[src/rtl/rst_req_gen.sv]
// rst_req_gen: reset-request initiator; drives a held active-low reset
// into a target and waits for the target's synchronized release status.
//
// Ports:
//   clk            control-domain clock
//   rst_n          async active-low reset (restarts the power-on sequence)
//   sw_rst_req     single-cycle software request, honoured only when idle
//   tgt_rst_ack_n  target reset status, async to clk (low = in reset)
//   rst_out_n      registered active-low reset to the target
//   busy           high whenever a sequence is in progress
//   done           one-cycle pulse when the target has left reset
//   timeout        one-cycle pulse when a wait gives up
//
// Build option: RST_REQ_GEN_TIMEOUT_EN adds a per-state wait limit of
// TIMEOUT_CYC cycles; without it timeout is tied low and waits are unbounded.

module rst_req_gen #(
    parameter int PULSE_CYC   = 16,
    parameter int SYNC_STAGES = 2,
    parameter int TIMEOUT_CYC = 1024
) (
    input  logic clk,
    input  logic rst_n,
    input  logic sw_rst_req,
    input  logic tgt_rst_ack_n,
    output logic rst_out_n,
    output logic busy,
    output logic done,
    output logic timeout
);

    localparam int CW = (PULSE_CYC > 1) ? $clog2(PULSE_CYC) : 1;
    localparam logic [CW-1:0] CNT_MAX = CW'(PULSE_CYC - 1);

    if ((SYNC_STAGES < 2) || (PULSE_CYC < SYNC_STAGES + 1) ||
        (TIMEOUT_CYC < 1)) begin : g_bad_param
        $error("rst_req_gen: illegal parameter combination");
    end

    typedef enum logic [1:0] {
        S_ASSERT  = 2'd0,
        S_RELEASE = 2'd1,
        S_DONE    = 2'd2,
        S_IDLE    = 2'd3
    } state_e;

    state_e                 state_q, state_d;
    logic [CW-1:0]          cnt_q, cnt_d;
    logic [SYNC_STAGES-1:0] sync_q;
    logic                   rst_out_n_q;
    logic                   ack_s;
    logic                   pulse_met;
    logic                   wait_exp;

    assign ack_s     = sync_q[SYNC_STAGES-1];
    assign pulse_met = (cnt_q == CNT_MAX);

    // State register, pulse counter, ack synchronizer, reset output flop.
    // rst_out_n is loaded from the next-state decode so it never glitches.
    always_ff @(posedge clk or negedge rst_n) begin
        if (!rst_n) begin
            state_q     <= S_ASSERT;
            cnt_q       <= '0;
            sync_q      <= '0;
            rst_out_n_q <= 1'b0;
        end else begin
            state_q     <= state_d;
            cnt_q       <= cnt_d;
            sync_q      <= {sync_q[SYNC_STAGES-2:0], tgt_rst_ack_n};
            rst_out_n_q <= (state_d != S_ASSERT);
        end
    end

    // Next-state decode. cnt only runs in ASSERT; ASSERT is entered only
    // from IDLE or reset, where cnt is already zero.
    always_comb begin
        state_d = state_q;
        cnt_d   = '0;
        unique case (state_q)
            S_ASSERT: begin
                cnt_d = pulse_met ? cnt_q : cnt_q + 1'b1;
                if (pulse_met && !ack_s) begin
                    state_d = S_RELEASE;
                end else if (pulse_met && wait_exp) begin
                    state_d = S_IDLE;
                end
            end
            S_RELEASE: begin
                if (ack_s) begin
                    state_d = S_DONE;
                end else if (wait_exp) begin
                    state_d = S_IDLE;
                end
            end
            S_DONE: begin
                state_d = S_IDLE;
            end
            S_IDLE: begin
                if (sw_rst_req) begin
                    state_d = S_ASSERT;
                end
            end
            default: begin
                state_d = S_ASSERT;
            end
        endcase
    end

    // Output decode.
    always_comb begin
        busy = (state_q != S_IDLE);
        done = (state_q == S_DONE);
    end

    assign rst_out_n = rst_out_n_q;

`ifdef RST_REQ_GEN_TIMEOUT_EN
    localparam int WW = (TIMEOUT_CYC > 1) ? $clog2(TIMEOUT_CYC) : 1;
    localparam logic [WW-1:0] WAIT_MAX = WW'(TIMEOUT_CYC - 1);

    logic [WW-1:0] wcnt_q, wcnt_d;
    logic          timeout_q;
    logic          to_fire;

    assign wait_exp = (wcnt_q == WAIT_MAX);

    // The only ways out of ASSERT/RELEASE straight to IDLE are expiries.
    assign to_fire = (state_d == S_IDLE) &&
                     ((state_q == S_ASSERT) || (state_q == S_RELEASE));

    // Wait counter clears on every state change and saturates, so in
    // ASSERT an expiry is only acted on once the pulse minimum is met.
    always_comb begin
        wcnt_d = '0;
        if ((state_d == state_q) &&
            ((state_q == S_ASSERT) || (state_q == S_RELEASE))) begin
            wcnt_d = wait_exp ? wcnt_q : wcnt_q + 1'b1;
        end
    end

    always_ff @(posedge clk or negedge rst_n) begin
        if (!rst_n) begin
            wcnt_q    <= '0;
            timeout_q <= 1'b0;
        end else begin
            wcnt_q    <= wcnt_d;
            timeout_q <= to_fire;
        end
    end

    assign timeout = timeout_q;
`else
    assign wait_exp = 1'b0;
    assign timeout  = 1'b0;
`endif

endmodule

[config.mk]
export PLATFORM = sky130hd
export DESIGN_NAME = rst_req_gen
export DESIGN_NICKNAME = d
export VERILOG_FILES = /design/src/rtl/rst_req_gen.sv
export SDC_FILE = /design/constraint.sdc
export NUM_CORES = 1
export LEC_CHECK = 0
export BUFFER_PORTS_ARGS = -buffer_cell sky130_fd_sc_hd__buf_4
export CAP_MARGIN = 20
export CELL_PAD_IN_SITES_DETAIL_PLACEMENT = 0
export CELL_PAD_IN_SITES_GLOBAL_PLACEMENT = 1
export CORE_AREA = 2 2 39 41
export CTS_CLUSTER_SIZE = 40
export DETAILED_ROUTE_END_ITERATION = 10
export DIE_AREA = 0 0 41 43
export PLACE_DENSITY_LB_ADDON = 0.1
export SLEW_MARGIN = 40
export SYNTH_ARGS = -nofsm -noshare
export SYNTH_HDL_FRONTEND = slang
export SYNTH_SLANG_ARGS = --single-unit
[constraint.sdc]
create_clock -name clk -period 2.4 [get_ports clk]
set_input_delay 0.24 -clock clk [delete_from_list [all_inputs] [get_ports clk]]
set_output_delay 0.24 -clock clk [all_outputs]
set_load 0.005 [all_outputs]
==> impl_metrics.ini, run 1 <==
[sta]
grt_setup_unrepaired = false
finalWorstPathRequiredPeriod_ps = 1320
report.final.setup_viol = 0
timing.setup.tns_ps = 0
worst_hold_slack_ps = 95.2
slew_viol_final = 0
fmaxAchievable_ghz = 0.759
share_of_the_cycle_needed_by_the_critical_path_after_routing_pct = 54.9
finalClockSkew_ps = 3.20
final-hold-violation-count = 0

[worst_setup_path]
crit_path_start_kind = flop
worst-setup-path-type = reg2reg
cp_top_family = flip-flops
timing.critical_path.arrival_ps = 1450
worst_ep_required_time_ps = 2530
cp_slowest_stage_delay_ps = 410
cpMaxStageDelayCell = sky130_fd_sc_hd__dfrtp_1
critPathBufInv = 0
crit_path_end_kind = flop
highest_net_fanout_along_the_worst_path = 7
critical_path.cell_chain = ha_1 > nand3_1 > mux2_1

[cts]
cts_buffers = 3
cts-hold-fix-buffers = 1
cts_sinks = 9
cts.root.buffer_cell = sky130_fd_sc_hd__clkbuf_4
cts_tree = yes
worstSkewPairLatency_ps = 250
postCtsSetupBuffers = 0
htreeDepth = 1
clk_pin_slew_ps = 60
cts.path.max_buffers = 2
cts_resizes = 0

[power_and_ir_drop]
static-leakage-power_nw = 0.234
power.sequential.fraction_pct = 49.9
power.switching_fraction_pct = 32.2
pwr_density_cell_nw_per_um2 = 972
switching_power_total_uw = 157
combPwrFrac_pct = 27.4
internal_power_uw = 331
power.clock.fraction_pct = 22.7
p_total_uw = 488
ir_worst_vdd_mv = 0.343

[yosys]
syn_area_per_cell_sq_um = 11.6
synth_cell_types = 24
syn-cell-area_sq_um = 419
postSynthRegisterBits = 9
synth_nets = 41
synth-seq-area-share_pct = 53.7
yosysWarningCount = 0
post_synth_inst_count = 36

[global_routing]
grt_pass1_wl_microns = 1280
grt_pass1_vias = 316
grt_overflow = 0
grt_start_max_net_pins = 10
groute.usage.overall_pct = 10.8
number_of_antenna_violations_at_the_first_check_in_global_routing = 0

[hold_path]
hold_class = in2reg

[placement]
placed_instance_area_sq_um = 465
port-buffer-count = 6
dpl.hpwl_microns = 569
routabilityCongestion = 0.772

[floorplanning]
pin_count = 8
die_y_microns = 43
die-area_sq_um = 1760
die-width_microns = 41
placement_rows = 14
placeableCoreArea_sq_um = 1380
effective_utilization_at_floorplan_pct = 30.3

[cells_and_area]
antenna_cells = 0
final_layout_size_suffix_gt1_share_pct = 24.4
fin_nets = 51
layout-area-overhead-vs-synth_pct = 19.7
layout.cell_area.non_filler_sq_um = 502

[routing]
drt_pass1_iterations = 2
route.final.wire_length_microns = 722
vias = 303
final_antenna_net_count = 0
vias_per_cell = 4.97
drt-wirelength-per-cell_microns = 11.8
drt_drc_violations_left = 0
first_iter_violations = 1

[job]
max-cap-violations = 0

[outcome]
run_status = completed
## cells in the mapped netlist, drive strengths merged
master   count  area [sq um]
dfrtp        9           225
nor2         3          11.3
a21oi        2          10.0
and3         2          13.8
buf          2          18.8
nor3b        2          15.0
a2111oi      1          15.0
a21boi       1          7.51
a221oi       1          8.76
a31o         1          8.76
a31oi        1          6.26
conb         1          3.75
ha           1          12.5
inv          1          3.75
mux2         1          11.3
nand2        1          3.75
nand3        1          5.00
nand3b       1          7.51
nand4        1          6.26
nand4b       1          8.76
nor2b        1          6.26
o211a        1          10.0
## stage by stage
stage | setup WS (ps) | std cells | utilization [%]
6_report | 1080 | 61 | 36.3
5_1_grt | 995 | 61 | 36.3
4_1_cts | 1080 | 61 | 36.3
3_5_place_dp | 1090 | 56 | 33.6
3_3_place_gp | 1150 | 56 | 33.6
2_1_floorplan | 1200 | 36 | -
## cell families after synthesis
kind of cell             synth area share (%)
AO/OA/AOI/OAI                            15.8
adder cells (fa/ha/maj)                  2.98
buffers and inverters                    5.37
flip-flops                               53.7
multiplexers                             2.69
other                                   0.895
AND/OR/NAND/NOR                          18.5
## area by class of cell
class                           instances  area (sq um)
Fill cell                             141           882
Sequential cell                         9           225
Multi-Input combinational cell         24           171
Timing Repair Buffer                    7          55.1
Clock buffer                            4          26.3
Tap cell                               16          20.0
Inverter                                1          3.75
## flip-flops by register name, summed over array words and instances (netlist names)
signal / cells
sync_q: 2
cnt_q: 4
state_q: 2
rst_out_n: 1
## path summary, 6_finish.rpt
check                       endpoint  depth (start not counted)           from  slack [ps]
max in group asynchronous  rst_out_n                          2          rst_n        1920
hold / removal             sync_q[0]                          1  tgt_rst_ack_n         100
setup / recovery            cnt_q[1]                          3       cnt_q[0]        1080
setup reg to reg            cnt_q[1]                          3       cnt_q[0]        1080
min in group asynchronous   cnt_q[3]                          2          rst_n         350
hold reg to reg            sync_q[1]                          0      sync_q[0]         350
## worst register-to-register path: stages (launching register included)
cell	delay, ps
sky130_fd_sc_hd__dfrtp_1	410
sky130_fd_sc_hd__ha_1	310
sky130_fd_sc_hd__nand3_1	150
sky130_fd_sc_hd__mux2_1	330
## placed cells by master, fill, tap and decap left out, types with 2 or more instances in the layout
| cell | count |
|---|---|
| sky130_fd_sc_hd__buf_4 | 6 |
| sky130_fd_sc_hd__a21oi_1 | 2 |
| sky130_fd_sc_hd__clkbuf_4 | 3 |
| sky130_fd_sc_hd__dfrtp_1 | 9 |
| sky130_fd_sc_hd__nor3b_1 | 2 |
| sky130_fd_sc_hd__nor2_1 | 3 |
## power groups by stage
stage	combinational, mW	clock [mW]	sequential [mW]
floorplan	0.0747	0	0.234
global placement	0.134	0	0.245
detailed placement	0.135	0	0.247
CTS	0.137	0.115	0.244
global route	0.149	0.129	0.255
finish	0.134	0.111	0.243
## routing by layer
layer  vias up  track usage [%]  share of wire (%)
li1        150                -                  -
met1       144             14.5                 47
met2         7             15.0                 48
met3         2             3.14                5.0
met4         0             6.00               0.69
met5         -                0                  0
No activity file was read; power rests on OpenSTA's default activity.
==> run 2, diff against run 1 <==
==> constraint.sdc (replaced) <==
create_clock -name clk -period 1.1 [get_ports clk]
set_input_delay 0.11 -clock clk [delete_from_list [all_inputs] [get_ports clk]]
set_output_delay 0.11 -clock clk [all_outputs]
set_load 0.005 [all_outputs]
==> impl_metrics.ini, run 2 (synthesis gave the netlist of run 1 again) <==
[floorplanning]
placeableCoreArea_sq_um = 1380
effective_utilization_at_floorplan_pct = 30.3
die_y_microns = 43
die-width_microns = 41
pin_count = 8
placement_rows = 14
die-area_sq_um = 1760

[global_routing]
number_of_antenna_violations_at_the_first_check_in_global_routing = 0
grt_pass1_wl_microns = 1470
grt_overflow = 0
groute.usage.overall_pct = 13.2
grt_pass1_vias = 341
grt_start_max_net_pins = 10

[worst_setup_path]
crit_path_start_kind = flop
cpMaxStageDelayCell = sky130_fd_sc_hd__dfrtp_1
timing.critical_path.arrival_ps = 1290
crit_path_end_kind = flop
worst-setup-path-type = reg2reg
critPathBufInv = 0
cp_slowest_stage_delay_ps = 410
highest_net_fanout_along_the_worst_path = 2
critical_path.cell_chain = ha_4 > nor3b_1 > mux2_4
worst_ep_required_time_ps = 1240
cp_top_family = flip-flops

[cells_and_area]
mostFrequentLayoutCell = sky130_fd_sc_hd__buf_4
fin_nets = 60
regMostFlops = cnt_q
final_layout_size_suffix_gt1_share_pct = 53.7
layout-area-overhead-vs-synth_pct = 52.5
biggestRegsByFlops = cnt_q x4, state_q x2, sync_q x2
layout.core_utilization_pct = 46.2
largest_reg_flops = 4
layout.cell_area.non_filler_sq_um = 639
antenna_cells = 0
final_cell_mix = sky130_fd_sc_hd__buf_4, sky130_fd_sc_hd__dfrtp_1, sky130_fd_sc_hd__clkbuf_4, sky130_fd_sc_hd__buf_6

[cts]
cts.root.buffer_cell = sky130_fd_sc_hd__clkbuf_4
clk_pin_slew_ps = 60
htreeDepth = 1
cts_sinks = 9
cts.path.max_buffers = 2
worstSkewPairLatency_ps = 250
cts_tree = yes
cts_buffers = 3

[routing]
vias_per_cell = 4.89
first_iter_violations = 0
route.final.wire_length_microns = 912
drt_pass1_iterations = 1
drt_drc_violations_left = 0
drt-wirelength-per-cell_microns = 13.0
vias = 342
final_antenna_net_count = 0

[sta]
grt_setup_unrepaired = true
final-hold-violation-count = 0
finalClockSkew_ps = 1.99
setup_slack_ps = -48.7
slew_viol_final = 0
timing.setup.tns_ps = -48.7
worst_hold_slack_ps = 206
report.final.setup_viol = 1
share_of_the_cycle_needed_by_the_critical_path_after_routing_pct = 104
fmaxAchievable_ghz = 0.871
finalWorstPathRequiredPeriod_ps = 1150

[power_and_ir_drop]
ir_worst_vdd_mv = 1.01
pwr_density_cell_nw_per_um2 = 2050
static-leakage-power_nw = 0.280

[placement]
placed_instance_area_sq_um = 527
port-buffer-count = 6
routabilityCongestion = 0.636
dpl.hpwl_microns = 616

[hold_path]
hold_class = in2async

[outcome]
failing_checks = negative setup slack
run_status = finished with violations

[job]
max-cap-violations = 0
run 2: cell types whose count changed in the layout (fill, tap and decap cells not counted), sizes merged:
cell,previous run,this run
buf,6,14
dlygate4sd3,1,2
run 2: metrics by stage:
step	setup WS, ps	cells	power (mW)
6_report	-48.7	70	1.31
3_3_place_gp	-26.6	62	0.905
3_5_place_dp	-50.3	62	0.924
4_1_cts	-51.9	68	1.23
2_1_floorplan	-27.8	36	0.695
5_1_grt	-63.6	70	1.42
run 2: power breakdown:
group / switching [mW] / leakage [nW] / internal [mW]
Combinational: 0.217 / 0.155 / 0.310
Clock: 0.108 / 0.0150 / 0.139
Sequential: 0.116 / 0.110 / 0.422
run 2: final timing paths:
kind                              end        from  cells past startpoint  slack (ps)
max                          cnt_q[1]    cnt_q[1]                      3         -50
min                          cnt_q[3]       rst_n                      2         210
max reg2reg                  cnt_q[1]    cnt_q[1]                      3         -50
min reg2reg                 sync_q[1]   sync_q[0]                      0         360
max in group asynchronous  state_q[1]       rst_n                      2         740
min in group clk           state_q[0]  sw_rst_req                      3         210
run 2: cell type report:
class	instances	area [sq um]
fillers	132	744
flip-flops and latches	9	228
multi-input cells	24	225
repair buffers	16	136
clock buffers	4	26.3
well taps	16	20.0
inverters	1	3.75
run 2: routing by layer:
layer  wire length (microns)  up-vias  track usage [%]
met5                       0        -                0
met4                      10        0             10.0
met2                     475        6             16.9
li1                        -      169                -
met3                      30        2             4.71
met1                     396      165             17.4
run 2: repair_timing:
item | CTS | global route
buffers inserted | 0 | 2
resized for setup | 6 | 6
endpoints found under the hold margin | 10 | 0
endpoints found under the setup margin | 3 | 6
pin swaps | 1 | 1
hold buffers | 2 | 0
==> run 3, diff against run 2 <==
--- a/config.mk
+++ b/config.mk
@@ -14,6 +14,7 @@
 export DETAILED_ROUTE_END_ITERATION = 10
 export DIE_AREA = 0 0 41 43
 export PLACE_DENSITY_LB_ADDON = 0.1
+export SETUP_SLACK_MARGIN = 0.2
 export SLEW_MARGIN = 40
 export SYNTH_ARGS = -nofsm -noshare
 export SYNTH_HDL_FRONTEND = slang
==> impl_metrics.ini, run 3 (synthesis gave the netlist of run 1 again) <==
[outcome]
run_status = finished with violations
failing_checks = negative setup slack

[worst_setup_path]
highest_net_fanout_along_the_worst_path = 4
worst-setup-path-type = reg2reg
crit_path_start_kind = flop
reg2reg_from = cnt_q[0]
critPathBufInv = 0
timing.critical_path.arrival_ps = 1300
crit_path_end_kind = flop
start_point_of_the_critical_path = cnt_q[0]
cpMaxStageDelayCell = sky130_fd_sc_hd__dfrtp_2
worst_ep_required_time_ps = 1240
cp_slowest_stage_delay_ps = 440
critical_path.cell_chain = ha_4 > nor3b_1 > mux2_4
timing.reg2reg.setup_slack_ps = -60
cp_top_family = flip-flops

[cts]
cts_sinks = 9
cts.path.max_buffers = 2
worstSkewPairLatency_ps = 250
htreeDepth = 1
cts.root.buffer_cell = sky130_fd_sc_hd__clkbuf_4
clk_pin_slew_ps = 60
cts_tree = yes
cts_buffers = 3

[sta]
share_of_the_cycle_needed_by_the_critical_path_after_routing_pct = 105
finalWorstPathRequiredPeriod_ps = 1160
final-hold-violation-count = 0
report.final.setup_viol = 2
finalClockSkew_ps = 3.14
setup_slack_ps = -57.6
fmaxAchievable_ghz = 0.864
slew_viol_final = 0
grt_setup_unrepaired = true

[cells_and_area]
final-instance-count-excl-fill = 72
number_of_fillers_in_the_final_layout = 136
final_layout_size_suffix_gt1_share_pct = 62.5
regMostFlops = cnt_q
fin_nets = 62
layout.core_utilization_pct = 47.8
biggestRegsByFlops = cnt_q x4, state_q x2, sync_q x2
layout-area-overhead-vs-synth_pct = 57.9
antenna_cells = 0
mostFrequentLayoutCell = sky130_fd_sc_hd__buf_4
final_cell_mix = sky130_fd_sc_hd__buf_4, sky130_fd_sc_hd__dfrtp_1, sky130_fd_sc_hd__buf_6
largest_reg_flops = 4

[routing]
vias = 352
first_iter_violations = 12
route.final.wire_length_microns = 876
vias_per_cell = 4.89
drt_pass1_iterations = 4
final_antenna_net_count = 0
drt-wirelength-per-cell_microns = 12.2
drt_drc_violations_left = 0

[hold_path]
hp-start = sw_rst_req
hold_class = in2reg

[floorplanning]
placeableCoreArea_sq_um = 1380
die-area_sq_um = 1760
pin_count = 8
die-width_microns = 41
placement_rows = 14
effective_utilization_at_floorplan_pct = 30.3
die_y_microns = 43

[placement]
dpl.cell_count = 61
port-buffer-count = 6
dpl.hpwl_microns = 619
routabilityCongestion = 0.662

[global_routing]
grt_pass1_wl_microns = 1320
number_of_antenna_violations_at_the_first_check_in_global_routing = 0
grt_pass1_vias = 328
groute.usage.overall_pct = 11.5
grt_overflow = 0
grt_start_max_net_pins = 10

[job]
max-cap-violations = 0

[power_and_ir_drop]
pwr_density_cell_nw_per_um2 = 2180
ir_worst_vdd_mv = 0.978
static-leakage-power_nw = 0.293
p_total_mw = 1.45
==> run 3: changes by cell type in the layout (fill, tap and decap cells not counted), sizes merged <==
cell  delta
buf      +2
==> run 3: worst paths after layout <==
path,to,cells after the start
setup / recovery,cnt_q[1],3
setup reg to reg,cnt_q[1],3
min in group asynchronous,cnt_q[0],2
max in group asynchronous,state_q[1],2
hold reg to reg,sync_q[1],0
hold / removal,state_q[1],3
==> run 3: area by class of cell <==
cell class                      count  area (sq um)  share of cell area [%]
Sequential cell                     9           229                    34.6
Clock buffer                        4          26.3                    3.97
Tap cell                           16          20.0                    3.02
Timing Repair Buffer               18           159                    24.0
Multi-Input combinational cell     24           224                    33.8
Inverter                            1          3.75                   0.567
==> run 3: worst min-delay path, delay by kind of cell <==
kind                   cells  cell delay [ps]
buffers and inverters      1               80
AND/OR/NAND/NOR            2              230
==> run 3: routing by layer <==
layer | part of all wire (%) | vias to the layer above | GRT usage, %
met1 | 43 | 171 | 12.5
met2 | 53 | 8 | 19.1
met3 | 3.3 | 0 | 3.14
met4 | 0 | 0 | 6.00
met5 | 0 | - | 0
li1 | - | 173 | -
==> run 3: through the flow <==
step	area, sq um	setup slack [ps]	setup TNS (ps)	hold WS, ps
after floorplan	435	-27.8	-27.8	-186
final	662	-57.6	-59.8	198
after detailed placement	519	-80.8	-100	-57.3
after global routing	662	-71.7	-202	197
after CTS	621	-60.7	-100	206
after global placement	519	-67.0	-67.0	-60.9
==> run 3: what timing repair did <==
| action | 4_1_cts | 5_1_grt |
|---|---|---|
| setup endpoints to repair | 9 | 9 |
| hold buffers | 2 | 0 |
| pin swaps | 4 | 5 |
| gates resized for setup | 8 | 11 |
| setup buffers | 4 | 1 |
| hold endpoints to repair | 10 | 0 |
==> run 3: report_power, final <==
group / total, mW / internal (mW) / leakage, nW / switching, mW
Sequential: 0.534 / 0.425 / 0.108 / 0.109
Clock: 0.246 / 0.139 / 0.0150 / 0.107
Combinational: 0.666 / 0.414 / 0.169 / 0.251
Total: 1.45 / 0.979 / 0.293 / 0.467
